### src/rtl/smg_pkg.sv
// Shared constants and helpers for the seven-segment scan family.
package smg_pkg;

    // CLK cycles in 1 ms at a 50 MHz clock
    localparam int T1MS_50MHZ = 50000;

    // Width of one BCD digit
    localparam int BCD_W = 4;

    // Ceiling log2 that never returns less than 1, so a counter always has a bit
    function automatic int clog2_min1(input int value);
        int r;
        r = 0;
        for (int i = 0; i < 31; i++) begin
            if ((32'sd1 <<< i) < value) begin
                r = i + 1;
            end else begin
                r = r;
            end
        end
        if (r < 1) begin
            r = 1;
        end else begin
            r = r;
        end
        return r;
    endfunction

endpackage

### src/rtl/smg_lz_mask.sv
// Leading-zero suppression mask: bit k set means digit k should stay dark.
// Digit 0 and any digit carrying a decimal point are always shown.
module smg_lz_mask
    import smg_pkg::*;
#(
    parameter int DIGITS = 6
) (
    input  logic [BCD_W*DIGITS-1:0] i_digits,
    input  logic [DIGITS-1:0]       i_dp,
    input  logic                    i_lz_en,
    output logic [DIGITS-1:0]       o_mask
);

    logic w_chain;

    // Walk from the most significant digit down, tracking whether all digits so far are zero
    always_comb begin
        o_mask  = '0;
        w_chain = 1'b1;
        for (int k = DIGITS - 1; k >= 0; k--) begin
            w_chain = w_chain & (i_digits[k*BCD_W +: BCD_W] == {BCD_W{1'b0}});
            if ((k != 0) && i_lz_en && w_chain && !i_dp[k]) begin
                o_mask[k] = 1'b1;
            end else begin
                o_mask[k] = 1'b0;
            end
        end
    end

endmodule

### src/rtl/smg_scan_ctrl.sv
// Multiplexed seven-segment scan controller: one slot of SCAN_TICKS cycles per
// digit, most significant digit first, with a dark gap at the start of each slot.
// Inputs are snapshotted once per frame so a frame never mixes two numbers.
module smg_scan_ctrl
    import smg_pkg::*;
#(
    parameter int DIGITS       = 6,
    parameter int SCAN_TICKS   = T1MS_50MHZ,
    parameter int GAP_TICKS    = 2,
    parameter int BLINK_FRAMES = 250
) (
    input  logic                    CLK,
    input  logic                    RSTn,
    input  logic                    Enable,
    input  logic [BCD_W*DIGITS-1:0] Number_Sig,
    input  logic [DIGITS-1:0]       Dp_Sig,
    input  logic [DIGITS-1:0]       Blink_En,
    input  logic                    Lz_En,
    output logic [BCD_W-1:0]        Number_Data,
    output logic                    Dp_Out,
    output logic [DIGITS-1:0]       Scan_Sel,
    output logic                    Blank,
    output logic                    Frame_Done
);

    localparam int C1_W  = clog2_min1(SCAN_TICKS);
    localparam int IDX_W = clog2_min1(DIGITS);
    localparam int FC_W  = clog2_min1(BLINK_FRAMES);

    localparam logic [C1_W-1:0]  C1_LAST = C1_W'(SCAN_TICKS - 1);
    localparam logic [C1_W-1:0]  C1_GAP  = C1_W'(GAP_TICKS);
    localparam logic [IDX_W-1:0] IDX_TOP = IDX_W'(DIGITS - 1);
    localparam logic [FC_W-1:0]  FC_LAST = FC_W'(BLINK_FRAMES - 1);

    // Scan state
    logic [C1_W-1:0]         r_c1;
    logic [IDX_W-1:0]        r_idx;
    logic [BCD_W*DIGITS-1:0] r_snap_num;
    logic [DIGITS-1:0]       r_snap_dp;
    logic [DIGITS-1:0]       r_snap_blink;
    logic                    r_phase;
    logic [FC_W-1:0]         r_fcnt;

    // Registered outputs
    logic [BCD_W-1:0]        r_number_data;
    logic                    r_dp_out;
    logic [DIGITS-1:0]       r_scan_sel;
    logic                    r_blank;
    logic                    r_frame_done;

    // Combinational helpers
    logic                    w_c1_last;
    logic                    w_frame_end;
    logic                    w_capture;
    logic [BCD_W*DIGITS-1:0] w_num;
    logic [DIGITS-1:0]       w_dp;
    logic [DIGITS-1:0]       w_blink;
    logic [DIGITS-1:0]       w_lz_mask;
    logic [BCD_W-1:0]        w_digit [DIGITS];
    logic [C1_W-1:0]         w_c1_nxt;
    logic [IDX_W-1:0]        w_idx_nxt;
    logic [FC_W-1:0]         w_fcnt_nxt;
    logic                    w_phase_nxt;
    logic                    w_lit;
    logic [DIGITS-1:0]       w_sel_nxt;
    logic [BCD_W-1:0]        w_data_nxt;
    logic                    w_dp_nxt;

    assign w_c1_last   = (r_c1 == C1_LAST);
    assign w_frame_end = Enable && w_c1_last && (r_idx == {IDX_W{1'b0}});
    assign w_capture   = Enable && (r_c1 == {C1_W{1'b0}}) && (r_idx == IDX_TOP);

    // In the capture cycle the live inputs are used directly so the first slot of a frame is already fresh
    assign w_num   = w_capture ? Number_Sig : r_snap_num;
    assign w_dp    = w_capture ? Dp_Sig     : r_snap_dp;
    assign w_blink = w_capture ? Blink_En   : r_snap_blink;

    for (genvar g = 0; g < DIGITS; g++) begin : g_digit
        assign w_digit[g] = w_num[g*BCD_W +: BCD_W];
    end

    smg_lz_mask #(
        .DIGITS (DIGITS)
    ) u_lz_mask (
        .i_digits (w_num),
        .i_dp     (w_dp),
        .i_lz_en  (Lz_En),
        .o_mask   (w_lz_mask)
    );

    // Next slot position and blink timebase; disable parks the scan at the top digit
    always_comb begin
        w_c1_nxt    = r_c1;
        w_idx_nxt   = r_idx;
        w_fcnt_nxt  = r_fcnt;
        w_phase_nxt = r_phase;
        if (!Enable) begin
            w_c1_nxt  = {C1_W{1'b0}};
            w_idx_nxt = IDX_TOP;
        end else begin
            if (w_c1_last) begin
                w_c1_nxt = {C1_W{1'b0}};
                if (r_idx == {IDX_W{1'b0}}) begin
                    w_idx_nxt = IDX_TOP;
                end else begin
                    w_idx_nxt = r_idx - {{(IDX_W-1){1'b0}}, 1'b1};
                end
            end else begin
                w_c1_nxt = r_c1 + {{(C1_W-1){1'b0}}, 1'b1};
            end
            if (w_frame_end) begin
                if (r_fcnt == FC_LAST) begin
                    w_fcnt_nxt  = {FC_W{1'b0}};
                    w_phase_nxt = ~r_phase;
                end else begin
                    w_fcnt_nxt = r_fcnt + {{(FC_W-1){1'b0}}, 1'b1};
                end
            end else begin
                w_fcnt_nxt = r_fcnt;
            end
        end
    end

    // Decide what the digit drivers see next cycle from the current slot state
    always_comb begin
        w_lit = Enable && (r_c1 >= C1_GAP) && !w_lz_mask[r_idx] && !(r_phase && w_blink[r_idx]);
        if (w_lit) begin
            w_sel_nxt = {{(DIGITS-1){1'b0}}, 1'b1} << r_idx;
        end else begin
            w_sel_nxt = {DIGITS{1'b0}};
        end
        if (Enable) begin
            w_data_nxt = w_digit[r_idx];
        end else begin
            w_data_nxt = r_number_data;
        end
        w_dp_nxt = w_dp[r_idx] & w_lit;
    end

    // Scan counters, blink timebase and frame snapshot
    always_ff @(posedge CLK or negedge RSTn) begin
        if (!RSTn) begin
            r_c1         <= {C1_W{1'b0}};
            r_idx        <= IDX_TOP;
            r_snap_num   <= {(BCD_W*DIGITS){1'b0}};
            r_snap_dp    <= {DIGITS{1'b0}};
            r_snap_blink <= {DIGITS{1'b0}};
            r_phase      <= 1'b0;
            r_fcnt       <= {FC_W{1'b0}};
        end else begin
            r_c1    <= w_c1_nxt;
            r_idx   <= w_idx_nxt;
            r_phase <= w_phase_nxt;
            r_fcnt  <= w_fcnt_nxt;
            if (w_capture) begin
                r_snap_num   <= Number_Sig;
                r_snap_dp    <= Dp_Sig;
                r_snap_blink <= Blink_En;
            end else begin
                r_snap_num   <= r_snap_num;
                r_snap_dp    <= r_snap_dp;
                r_snap_blink <= r_snap_blink;
            end
        end
    end

    // Output registers; reset forces the display dark at once
    always_ff @(posedge CLK or negedge RSTn) begin
        if (!RSTn) begin
            r_number_data <= {BCD_W{1'b0}};
            r_dp_out      <= 1'b0;
            r_scan_sel    <= {DIGITS{1'b0}};
            r_blank       <= 1'b1;
            r_frame_done  <= 1'b0;
        end else begin
            r_number_data <= w_data_nxt;
            r_dp_out      <= w_dp_nxt;
            r_scan_sel    <= w_sel_nxt;
            r_blank       <= ~|w_sel_nxt;
            r_frame_done  <= w_frame_end;
        end
    end

    assign Number_Data = r_number_data;
    assign Dp_Out      = r_dp_out;
    assign Scan_Sel    = r_scan_sel;
    assign Blank       = r_blank;
    assign Frame_Done  = r_frame_done;

endmodule

### config.mk
export PLATFORM = sky130hd
export DESIGN_NAME = smg_scan_ctrl
export DESIGN_NICKNAME = d
export VERILOG_FILES = /design/src/rtl/smg_pkg.sv /design/src/rtl/smg_lz_mask.sv /design/src/rtl/smg_scan_ctrl.sv
export SDC_FILE = /design/constraint.sdc
export NUM_CORES = 1
export LEC_CHECK = 0
export ABC_AREA = 1
export ABC_CLOCK_PERIOD_IN_PS = 5700
export CAP_MARGIN = 5
export CORE_MARGIN = 10
export CORE_UTILIZATION = 27
export CTS_CLUSTER_SIZE = 20
export DETAILED_ROUTE_END_ITERATION = 7
export HOLD_SLACK_MARGIN = 0.08
export PLACE_DENSITY = 0.47
export REMOVE_ABC_BUFFERS = 1
export SLEW_MARGIN = 30
export SYNTH_ARGS = -nofsm -noshare
export SYNTH_HDL_FRONTEND = slang
export SYNTH_SLANG_ARGS = --single-unit
### constraint.sdc
create_clock -name CLK -period 5.7 [get_ports CLK]
set_input_delay 0.57 -clock CLK [delete_from_list [all_inputs] [get_ports CLK]]
set_output_delay 0.57 -clock CLK [all_outputs]
set_load 0.01 [all_outputs]
==> impl_metrics.py, run 1 <==
metrics = {
    "yosys": {
        "synth_area_leaders": "dfrtp_1 48%, nand2_1 14%, inv_1 6.6%",
        "avgSynthCellArea_um2": 8.08,
        "synthFlopType": "dfrtp_1",
        "ys_types": 42,
        "ys_ff_latch": 77,
        "ys_seq_area_frac": 0.505,
        "synth_edf_count": 0,
        "yosysMostFrequentCell": "nand2_1",
        "yosys_warnings": 0,
        "syn_inst": 473,
        "synthTopCellsByCount": "139 x nand2_1, 74 x dfrtp_1, 67 x inv_1, 50 x nor2_1, 20 x o21ai_0",
        "syn_area_um2": 3820,
        "synth_top_area_cell": "dfrtp_1",
        "synth_top_area_share": 0.485,
        "async_flop_share": 1.00,
    },
    "setup_path": {
        "critPathArrivalTime_ps": 3710,
        "rrSetupSlack_ps": 2550,
        "cpMostUsedCell": "nand2_1",
        "cp-start-kind": "input port",
        "end_kind": "register",
        "crit_type": "in -> reg",
        "worstRegToRegCells": 17,
        "endpoint": "Blank",
        "crit_slowest_cell": "clkdlybuf4s50_1",
        "critPathLaunch": "Enable",
        "crit_cells": 20,
        "critPathTopFamily": "simple AND/OR/NAND/NOR gates",
        "timing.rr.start": "r_idx[2]",
        "critPathMaxFanout": 43,
        "required_ps": 5960,
        "critPathMaxStageDelay_ps": 710,
        "worstPathCellList": "clkdlybuf4s50_1 > nand2_1 > inv_1 > nand2_1 > nor2_4 > nand3_4 > inv_2 > nand2_1 > nand2_1 > nor2_1 > nand2_1 > nand2_1 > nand3_1 > nand2_1 > nand2_1 > nand2_1 > nand2_2 > nand2_4 > a21oi_2 > nor2_1",
        "worstReg2RegEnd": "Blank",
        "path_buf_inv": 3,
    },
    "final_layout": {
        "register_area_um2": 1930,
        "final_cells": 711,
        "multiInputGateArea_um2": 1560,
        "filler_cell_count": 1477,
        "drive_gt1_frac": 0.0734,
        "final_nets": 573,
        "area_growth_pct": 25.6,
        "antenna_cells": 0,
    },
    "timing": {
        "fmax_ghz": 0.290,
        "period_minus_slack_ps": 3440,
        "finalClockSkew_ps": 9.88,
        "rsz0062_at_grt": "no",
        "fin_crit_sh": 0.604,
        "tightest_slew_ps": 842,
        "maxSlewHeadroom": 0.436,
        "report.final.setup_viol": 0,
        "setup_tns_ps": 0,
        "final_max_slew_viol_count": 0,
        "hold_violations": 0,
    },
    "floorplan": {
        "start_util": 0.275,
        "ios": 53,
        "chipWidth_um": 139,
        "row_count": 43,
        "die-area_um2": 19300,
        "die_height_um": 139,
        "core_um2": 13900,
    },
    "route": {
        "firstDrtPassIters": 4,
        "routedWlPerCell_um": 14.3,
        "vias": 3147,
        "drtIter0Drc": 243,
        "post-route-drc-count": 0,
        "viasPerCell": 4.43,
        "antenna_left": 0,
        "wl_um": 10100,
    },
    "placed_design": {
        "portBuffers": 52,
        "hpwl_um": 7360,
        "dp.cells": 695,
        "globalplace.congestion": 0.822,
    },
    "power_and_ir_drop": {
        "p_leak_uw": 0.00228,
        "vdd_ir_drop_max_uv": 137,
        "p_per_area_nw_per_um2": 303,
    },
    "global_route": {
        "grt_max_degree": 78,
        "grtUsageTotal": 0.109,
        "grt-ovfl-total": 0,
        "antenna_found_initial": 0,
        "grt_pass1_vias": 3376,
        "grt_pass1_wl_um": 17300,
    },
    "clock_network": {
        "post_cts_buffers": 0,
        "cts-htree-levels": 3,
        "post_cts_resized": 0,
        "clkLatencyLatePin_ps": 340,
        "root_buffer": "clkbuf_16",
        "cts_buffers": 9,
        "clkTransAtPathRegs_ps": 60,
        "clockBufferDepth": 2,
        "cts_tree": "yes",
        "numClockSinks": 77,
        "cts_hold_buf": 0,
    },
    "run": {
        "cap_violations": 0,
    },
    "run_status": {
        "status": "completed",
    },
    "hold_path": {
        "hp-class": "in -> async",
    },
}
-- cell usage in the layout (no fill, tap or decap), types with 4 or more instances in the layout --
cell type | netlist | final
nand2_1 | 139 | 139
dfrtp_1 | 74 | 74
inv_1 | 67 | 67
clkdlybuf4s50_1 | 0 | 51
nor2_1 | 50 | 50
o21ai_0 | 20 | 20
a21oi_1 | 19 | 19
nand3_1 | 13 | 13
nor3_1 | 12 | 12
nand4_1 | 11 | 11
clkbuf_16 | 0 | 9
ha_1 | 7 | 7
o21ai_1 | 5 | 5
clkinvlp_4 | 0 | 4
-- per-layer routing --
metal / routed length, µm / GRT usage / share of wire
met3: 437 / 0.0318 / 0.043
met2: 4870 / 0.179 / 0.48
met5: 0 / 0 / 0
met4: 125 / 0.0324 / 0.012
met1: 4710 / 0.135 / 0.46
-- area by class of cell --
class,count,share of cell area
clock inverter,5,0.0125
sequential,77,0.402
tap,180,0.0469
multi-input combinational,316,0.324
timing repair buffer,52,0.109
inverter,70,0.0547
clock buffer,11,0.0506
-- where the power goes --
group | internal (µW) | switching [µW]
clock | 351 | 233
sequential | 616 | 20.9
combinational | 92.3 | 140
total | 1060 | 393
-- worst min-delay path by stage --
stage          cells past startpoint              to
2_1_floorplan                      0          Dp_Out
3_3_place_gp                       1       r_fcnt[7]
3_5_place_dp                       1         r_c1[0]
4_1_cts                            1  Number_Data[3]
5_1_grt                            1  Number_Data[2]
6_report                           1  Number_Data[3]
-- registers in the layout (all words and copies together), names as in the netlist --
signal        count
r_snap_dp         6
r_snap_blink      6
Blank             1
Dp_Out            1
r_fcnt            8
r_c1             16
r_snap_num       24
Frame_Done        1
Scan_Sel          6
r_idx             3
r_phase           1
Number_Data       4
-- per-stage QoR --
| stage | total power, µW | hold slack, ps | utilization | worst slack [ps] | area, µm² |
|---|---|---|---|---|---|
| global placement | 879 | 448 | 0.324 | 1980 | 4490 |
| floorplan | 779 | 274 | - | 3230 | 3750 |
| CTS | 1470 | 308 | 0.346 | 2220 | 4800 |
| global route | 1540 | 331 | 0.346 | 1820 | 4800 |
| detailed placement | 882 | 450 | 0.324 | 1880 | 4500 |
| finish | 1450 | 268 | 0.346 | 2260 | 4800 |
-- kinds of logic after synthesis --
group	Yosys count	synth area share
compound gates	65	0.101
xor+xnor	1	0.00229
fa+ha+maj	7	0.0229
buf+inv	80	0.0871
flops	77	0.505
simple gates	243	0.281
(Power assumes the default switching activity.)
==> run 2, diff against run 1 <==
--- a/config.mk
+++ b/config.mk
@@ -6,14 +6,14 @@
 export NUM_CORES = 1
 export LEC_CHECK = 0
 export ABC_AREA = 1
-export ABC_CLOCK_PERIOD_IN_PS = 5700
+export ABC_CLOCK_PERIOD_IN_PS = 3070
 export CAP_MARGIN = 5
 export CORE_MARGIN = 10
 export CORE_UTILIZATION = 27
 export CTS_CLUSTER_SIZE = 20
 export DETAILED_ROUTE_END_ITERATION = 7
 export HOLD_SLACK_MARGIN = 0.08
-export PLACE_DENSITY = 0.47
+export PLACE_DENSITY = 0.49
 export REMOVE_ABC_BUFFERS = 1
 export SLEW_MARGIN = 30
 export SYNTH_ARGS = -nofsm -noshare
==> constraint.sdc (replaced) <==
create_clock -name CLK -period 3.07 [get_ports CLK]
set_input_delay 0.307 -clock CLK [delete_from_list [all_inputs] [get_ports CLK]]
set_output_delay 0.307 -clock CLK [all_outputs]
set_load 0.01 [all_outputs]
==> run 2 against run 1 <==
Against the previous run: die area did not move; worst hold slack improved by 190 ps; sequential share of layout area fell by 0.54 points; core utilization rose by 0.47 points; setup slack got worse by 1800 ps; via count rose by 0.89%; final cell count rose by 1.5%.
==> impl_metrics.py, run 2 (synthesis results as in run 1) <==
metrics = {
    "clock_network": {
        "root_buffer": "clkbuf_16",
        "clockBufferDepth": 2,
        "cts_hold_buf": 1,
        "post_cts_resized": 0,
        "numClockSinks": 77,
        "post_cts_buffers": 0,
        "clkTransAtPathRegs_ps": 60,
        "cts-htree-levels": 3,
        "cts_tree": "yes",
        "clkLatencyLatePin_ps": 330,
        "cts_buffers": 9,
    },
    "final_layout": {
        "drive_gt1_frac": 0.0867,
        "final_common_cell": "nand2_1",
        "final_cell_mix": "139 x nand2_1, 74 x dfrtp_1, 67 x inv_1, 51 x clkdlybuf4s50_1, 50 x nor2_1",
        "area_growth_pct": 27.3,
        "largest_reg_flops": 24,
        "antenna_cells": 0,
        "largest-register": "r_snap_num",
        "final_area_um2": 4870,
        "final_nets": 584,
        "reg_top3": "r_snap_num (24), r_c1 (16), r_fcnt (8)",
    },
    "timing": {
        "maxSlewHeadroom": 0.520,
        "tightest_slew_ps": 720,
        "hold_violations": 0,
        "setup_tns_ps": 0,
        "rsz0062_at_grt": "no",
        "finalClockSkew_ps": 4.82,
        "fmax_ghz": 0.385,
        "fin_hold_ws_ps": 454,
        "period_minus_slack_ps": 2600,
        "final_max_slew_viol_count": 0,
        "report.final.setup_viol": 0,
        "fin_crit_sh": 0.846,
    },
    "global_route": {
        "antenna_found_initial": 0,
        "grt_pass1_vias": 3207,
        "grtUsageTotal": 0.106,
        "grt_max_degree": 78,
        "grt_pass1_wl_um": 16800,
        "grt-ovfl-total": 0,
    },
    "setup_path": {
        "worstRegToRegCells": 20,
        "cp-start-kind": "register",
        "crit_type": "reg -> reg",
        "timing.rr.start": "r_c1[0]",
        "end_kind": "register",
        "required_ps": 3330,
        "rrSetupSlack_ps": 470,
        "worstReg2RegEnd": "Blank",
        "critPathArrivalTime_ps": 2860,
        "critPathMaxFanout": 14,
    },
    "power_and_ir_drop": {
        "p_leak_uw": 0.00234,
        "power_uw": 2630,
        "vdd_ir_drop_max_uv": 229,
        "p_per_area_nw_per_um2": 541,
    },
    "hold_path": {
        "hp-class": "reg -> reg",
        "min_to": "r_fcnt[7]",
        "worstHoldPathCells": 1,
        "holdCritStartpoint": "r_fcnt[7]",
    },
    "floorplan": {
        "chipWidth_um": 139,
        "die-area_um2": 19300,
        "die_height_um": 139,
        "ios": 53,
        "core_um2": 13900,
        "start_util": 0.275,
        "row_count": 43,
    },
    "route": {
        "wl_um": 10100,
        "routedWlPerCell_um": 14.0,
        "viasPerCell": 4.40,
        "post-route-drc-count": 0,
        "firstDrtPassIters": 4,
        "vias": 3175,
        "drtIter0Drc": 230,
        "antenna_left": 0,
    },
    "placed_design": {
        "globalplace.congestion": 0.803,
        "hpwl_um": 7600,
        "portBuffers": 52,
        "place_area_um2": 4570,
    },
    "run": {
        "cap_violations": 0,
    },
    "run_status": {
        "status": "completed",
    },
}
==> run 2: cell count changes in the layout (fill, tap and decap cells not counted), sizes merged <==
cell / previous run / this run
bufinv: 1 / 0
dlygate4sd3: 0 / 1
clkinvlp: 4 / 0
clkbuf: 11 / 15
buf: 1 / 11
clkinv: 0 / 1
==> run 2: final cells by class <==
| cell class | instances | area (µm²) |
|---|---|---|
| Multi-Input combinational cell | 316 | 1560 |
| Sequential cell | 77 | 1930 |
| Tap cell | 180 | 225 |
| Fill cell | 1462 | 9010 |
| Inverter | 70 | 263 |
| Timing Repair Buffer | 63 | 607 |
| Clock buffer | 15 | 278 |
| Clock inverter | 1 | 5.00 |
==> run 2: per-layer routing <==
| metal | GRT usage | wire (µm) |
|---|---|---|
| met3 | 0.0209 | 306 |
| met1 | 0.133 | 4800 |
| met2 | 0.173 | 4920 |
| met4 | 0.0439 | 110 |
| met5 | 0 | 0 |
==> run 2: worst max path at each step <==
stage / from / slack (ps) / to
floorplan: r_idx[2] / 600 / Blank
global placement: Enable / 340 / Blank
detailed placement: Enable / 310 / Blank
CTS: r_c1[0] / 460 / Blank
global route: r_c1[0] / 110 / Blank
finish: r_c1[0] / 470 / Blank
==> run 2: worst max-delay path, cell delays in order (launching register included) <==
cell and delay, ps:
dfrtp_1 390, inv_1 110, ha_1 170, nand2_1 50
inv_1 50, nand2_1 70, nor2_4 170, nand3_4 160
buf_4 230, o21ai_1 280, nor2_1 90, nand2_1 90
nand2_1 60, nand3_1 80, nand2_1 50, nand2_1 50
nand2_1 50, nand2_2 100, nand2_4 100, a21oi_2 130
nor2_1 60
==> run 2: power by group <==
group	internal, µW	switching [µW]
sequential	1140	38.5
combinational	180	264
clock	614	395
==> run 2: through the flow <==
stage | setup slack, ps | std cells | util
after floorplan | 597 | 463 | -
after global placement | 341 | 705 | 0.329
after detailed placement | 308 | 705 | 0.329
after CTS | 464 | 722 | 0.351
after global routing | 114 | 722 | 0.351
final | 471 | 722 | 0.351
==> run 3, diff against run 2 <==
--- a/config.mk
+++ b/config.mk
@@ -6,14 +6,14 @@
 export NUM_CORES = 1
 export LEC_CHECK = 0
 export ABC_AREA = 1
-export ABC_CLOCK_PERIOD_IN_PS = 3070
+export ABC_CLOCK_PERIOD_IN_PS = 2700
 export CAP_MARGIN = 5
 export CORE_MARGIN = 10
 export CORE_UTILIZATION = 27
 export CTS_CLUSTER_SIZE = 20
 export DETAILED_ROUTE_END_ITERATION = 7
 export HOLD_SLACK_MARGIN = 0.08
-export PLACE_DENSITY = 0.49
+export PLACE_DENSITY = 0.47
 export REMOVE_ABC_BUFFERS = 1
 export SLEW_MARGIN = 30
 export SYNTH_ARGS = -nofsm -noshare
==> constraint.sdc (replaced) <==
create_clock -name CLK -period 2.7 [get_ports CLK]
set_input_delay 0.27 -clock CLK [delete_from_list [all_inputs] [get_ports CLK]]
set_output_delay 0.27 -clock CLK [all_outputs]
set_load 0.01 [all_outputs]
==> run 3 against run 2 <==
Against the previous run: sequential cell count did not move; clock skew rose by 1.2 ps; worst hold slack improved by 1.7 ps; sequential power rose by 14%; core utilization rose by 1.4 points; fmax rose by 6.8%; combinational power rose by 27%; die area did not move; largest power group is now the clock network.
==> impl_metrics.py, run 3 (synthesis results as in run 1) <==
metrics = {
    "run_status": {
        "status": "completed",
    },
    "global_route": {
        "grt_pass1_vias": 3370,
        "antenna_found_initial": 0,
        "grt_pass1_wl_um": 17500,
        "grt_max_degree": 78,
        "grt-ovfl-total": 0,
        "grtUsageTotal": 0.111,
    },
    "clock_network": {
        "cts_buffers": 9,
        "clkTransAtPathRegs_ps": 60,
        "clkLatencyLatePin_ps": 330,
        "cts_tree": "yes",
        "numClockSinks": 77,
        "cts-htree-levels": 3,
        "clockBufferDepth": 2,
        "root_buffer": "clkbuf_16",
    },
    "setup_path": {
        "cp-start-kind": "register",
        "critPathMaxFanout": 13,
        "critPathTopFamily": "simple AND/OR/NAND/NOR gates",
        "crit_type": "reg -> reg",
        "cpMostUsedCell": "nand2_1",
        "critPathArrivalTime_ps": 2700,
        "path_buf_inv": 3,
        "rrSetupSlack_ps": 270,
        "worstPathCellList": "inv_2 > ha_2 > nand2_1 > inv_1 > nand2_2 > nor2_4 > nand3_4 > buf_6 > o21ai_2 > nand3_1 > nor2_1 > nand3_1 > nand2_1 > nand2_1 > nand2_1 > nand2_2 > o211ai_1 > nand2_1 > nor2_1",
        "worstRegToRegCells": 19,
        "critPathLaunch": "r_c1[0]",
        "crit_slowest_cell": "dfrtp_1",
        "end_kind": "register",
        "required_ps": 2970,
        "critPathMaxStageDelay_ps": 410,
        "timing.rr.start": "r_c1[0]",
        "worstReg2RegEnd": "Blank",
    },
    "timing": {
        "final_max_slew_viol_count": 0,
        "setup_tns_ps": 0,
        "period_minus_slack_ps": 2430,
        "maxSlewHeadroom": 0.527,
        "tightest_slew_ps": 710,
        "rsz0062_at_grt": "no",
        "fin_crit_sh": 0.902,
        "fmax_ghz": 0.411,
        "hold_violations": 0,
        "finalClockSkew_ps": 6.00,
        "report.final.setup_viol": 0,
        "setup_slack_ps": 266,
    },
    "route": {
        "firstDrtPassIters": 4,
        "drtIter0Drc": 163,
        "wl_um": 10700,
        "viasPerCell": 4.46,
        "antenna_left": 0,
        "post-route-drc-count": 0,
        "vias": 3276,
        "routedWlPerCell_um": 14.6,
    },
    "placed_design": {
        "hpwl_um": 7990,
        "place_area_um2": 4650,
        "portBuffers": 52,
        "globalplace.congestion": 0.801,
        "dp_slack_ps": 124,
    },
    "power_and_ir_drop": {
        "intPower_uw": 2450,
        "p_clk_frac": 0.418,
        "power_uw": 3280,
        "power_frac_comb": 0.172,
        "p_leak_uw": 0.00244,
        "power.share.sequential": 0.410,
        "swShare": 0.252,
        "switchingPower_uw": 826,
        "vdd_ir_drop_max_uv": 278,
        "p_per_area_nw_per_um2": 649,
    },
    "floorplan": {
        "row_count": 43,
        "die_height_um": 139,
        "start_util": 0.275,
        "chipWidth_um": 139,
        "core_um2": 13900,
        "die-area_um2": 19300,
        "ios": 53,
    },
    "final_layout": {
        "filler_cell_count": 1471,
        "final_common_cell": "nand2_1",
        "final_cell_mix": "137 x nand2_1, 74 x dfrtp_1, 65 x inv_1, 51 x clkdlybuf4s50_1, 49 x nor2_1",
        "antenna_cells": 0,
        "largest_reg_flops": 24,
        "final_nets": 596,
        "area_growth_pct": 32.4,
        "final_area_um2": 5060,
        "reg_top3": "r_snap_num (24), r_c1 (16), r_fcnt (8)",
        "largest-register": "r_snap_num",
        "drive_gt1_frac": 0.125,
    },
    "hold_path": {
        "hp-class": "reg -> reg",
        "min_to": "r_fcnt[7]",
        "worstHoldPathCells": 1,
        "holdCritStartpoint": "r_fcnt[7]",
    },
    "run": {
        "cap_violations": 0,
    },
}
[run 3: cell count changes in the layout (fill, tap and decap cells not counted), moves of 2 or more]
cell       previous run  this run
buf_6                 1         5
inv_1                67        65
clkbuf_1              3         0
nand2_2               2         4
buf_4                10        18
bufinv_16             0         2
nand2_1             139       137
[run 3: metrics by stage]
stage	hold WS, ps	util	instances
global route	489	0.364	734
detailed placement	362	0.335	715
floorplan	-25.6	-	463
global placement	444	0.335	715
CTS	463	0.360	732
finish	456	0.364	734
[run 3: what timing repair did]
item                       4_1_cts  5_1_grt
setup endpoints to repair        0        8
buffers inserted                 0        2
resized for setup                0       14
hold endpoints to repair        74        0
hold buffers                     1        0
[run 3: worst max path at each step]
stage | cells after the start | slack, ps | endpoint
after floorplan | 17 | 230 | Blank
after global placement | 19 | 130 | Blank
after detailed placement | 21 | 120 | Blank
after CTS | 22 | 180 | Blank
after global routing | 22 | 10 | Blank
final | 19 | 270 | Blank
[run 3: worst reg2reg max path, cell delays in order, from the launching register on]
cell      delay, ps
dfrtp_1         410
inv_2            90
ha_2            170
nand2_1          50
inv_1            60
nand2_2          60
nor2_4          140
nand3_4         120
buf_6           190
o21ai_2         180
nand3_1         100
nor2_1          150
nand3_1          90
nand2_1          60
nand2_1          50
nand2_1          70
nand2_2          90
o211ai_1        110
nand2_1          70
nor2_1          120
[run 3: per-layer routing]
metal	global-route usage	routed length, µm	share of wire
met3	0.0205	362	0.034
met2	0.184	5160	0.48
met1	0.137	4920	0.46
met4	0.0500	248	0.023
met5	0	0	0
[run 3: power by group through the flow]
stage	logic, µW	registers [µW]	clock network (µW)
global placement	540	1360	0
CTS	551	1350	1410
detailed placement	547	1370	0
floorplan	282	1360	0
global route	641	1360	1460
finish	563	1350	1370
[run 3: cell type report]
type / instances / area (µm²) / area share
multi-input combinational: 316 / 1580 / 0.312
inverter: 70 / 265 / 0.0524
sequential: 77 / 1930 / 0.382
clock buffer: 13 / 280 / 0.0554
timing repair buffer: 75 / 712 / 0.141
clock inverter: 3 / 65.1 / 0.0129
tap: 180 / 225 / 0.0445
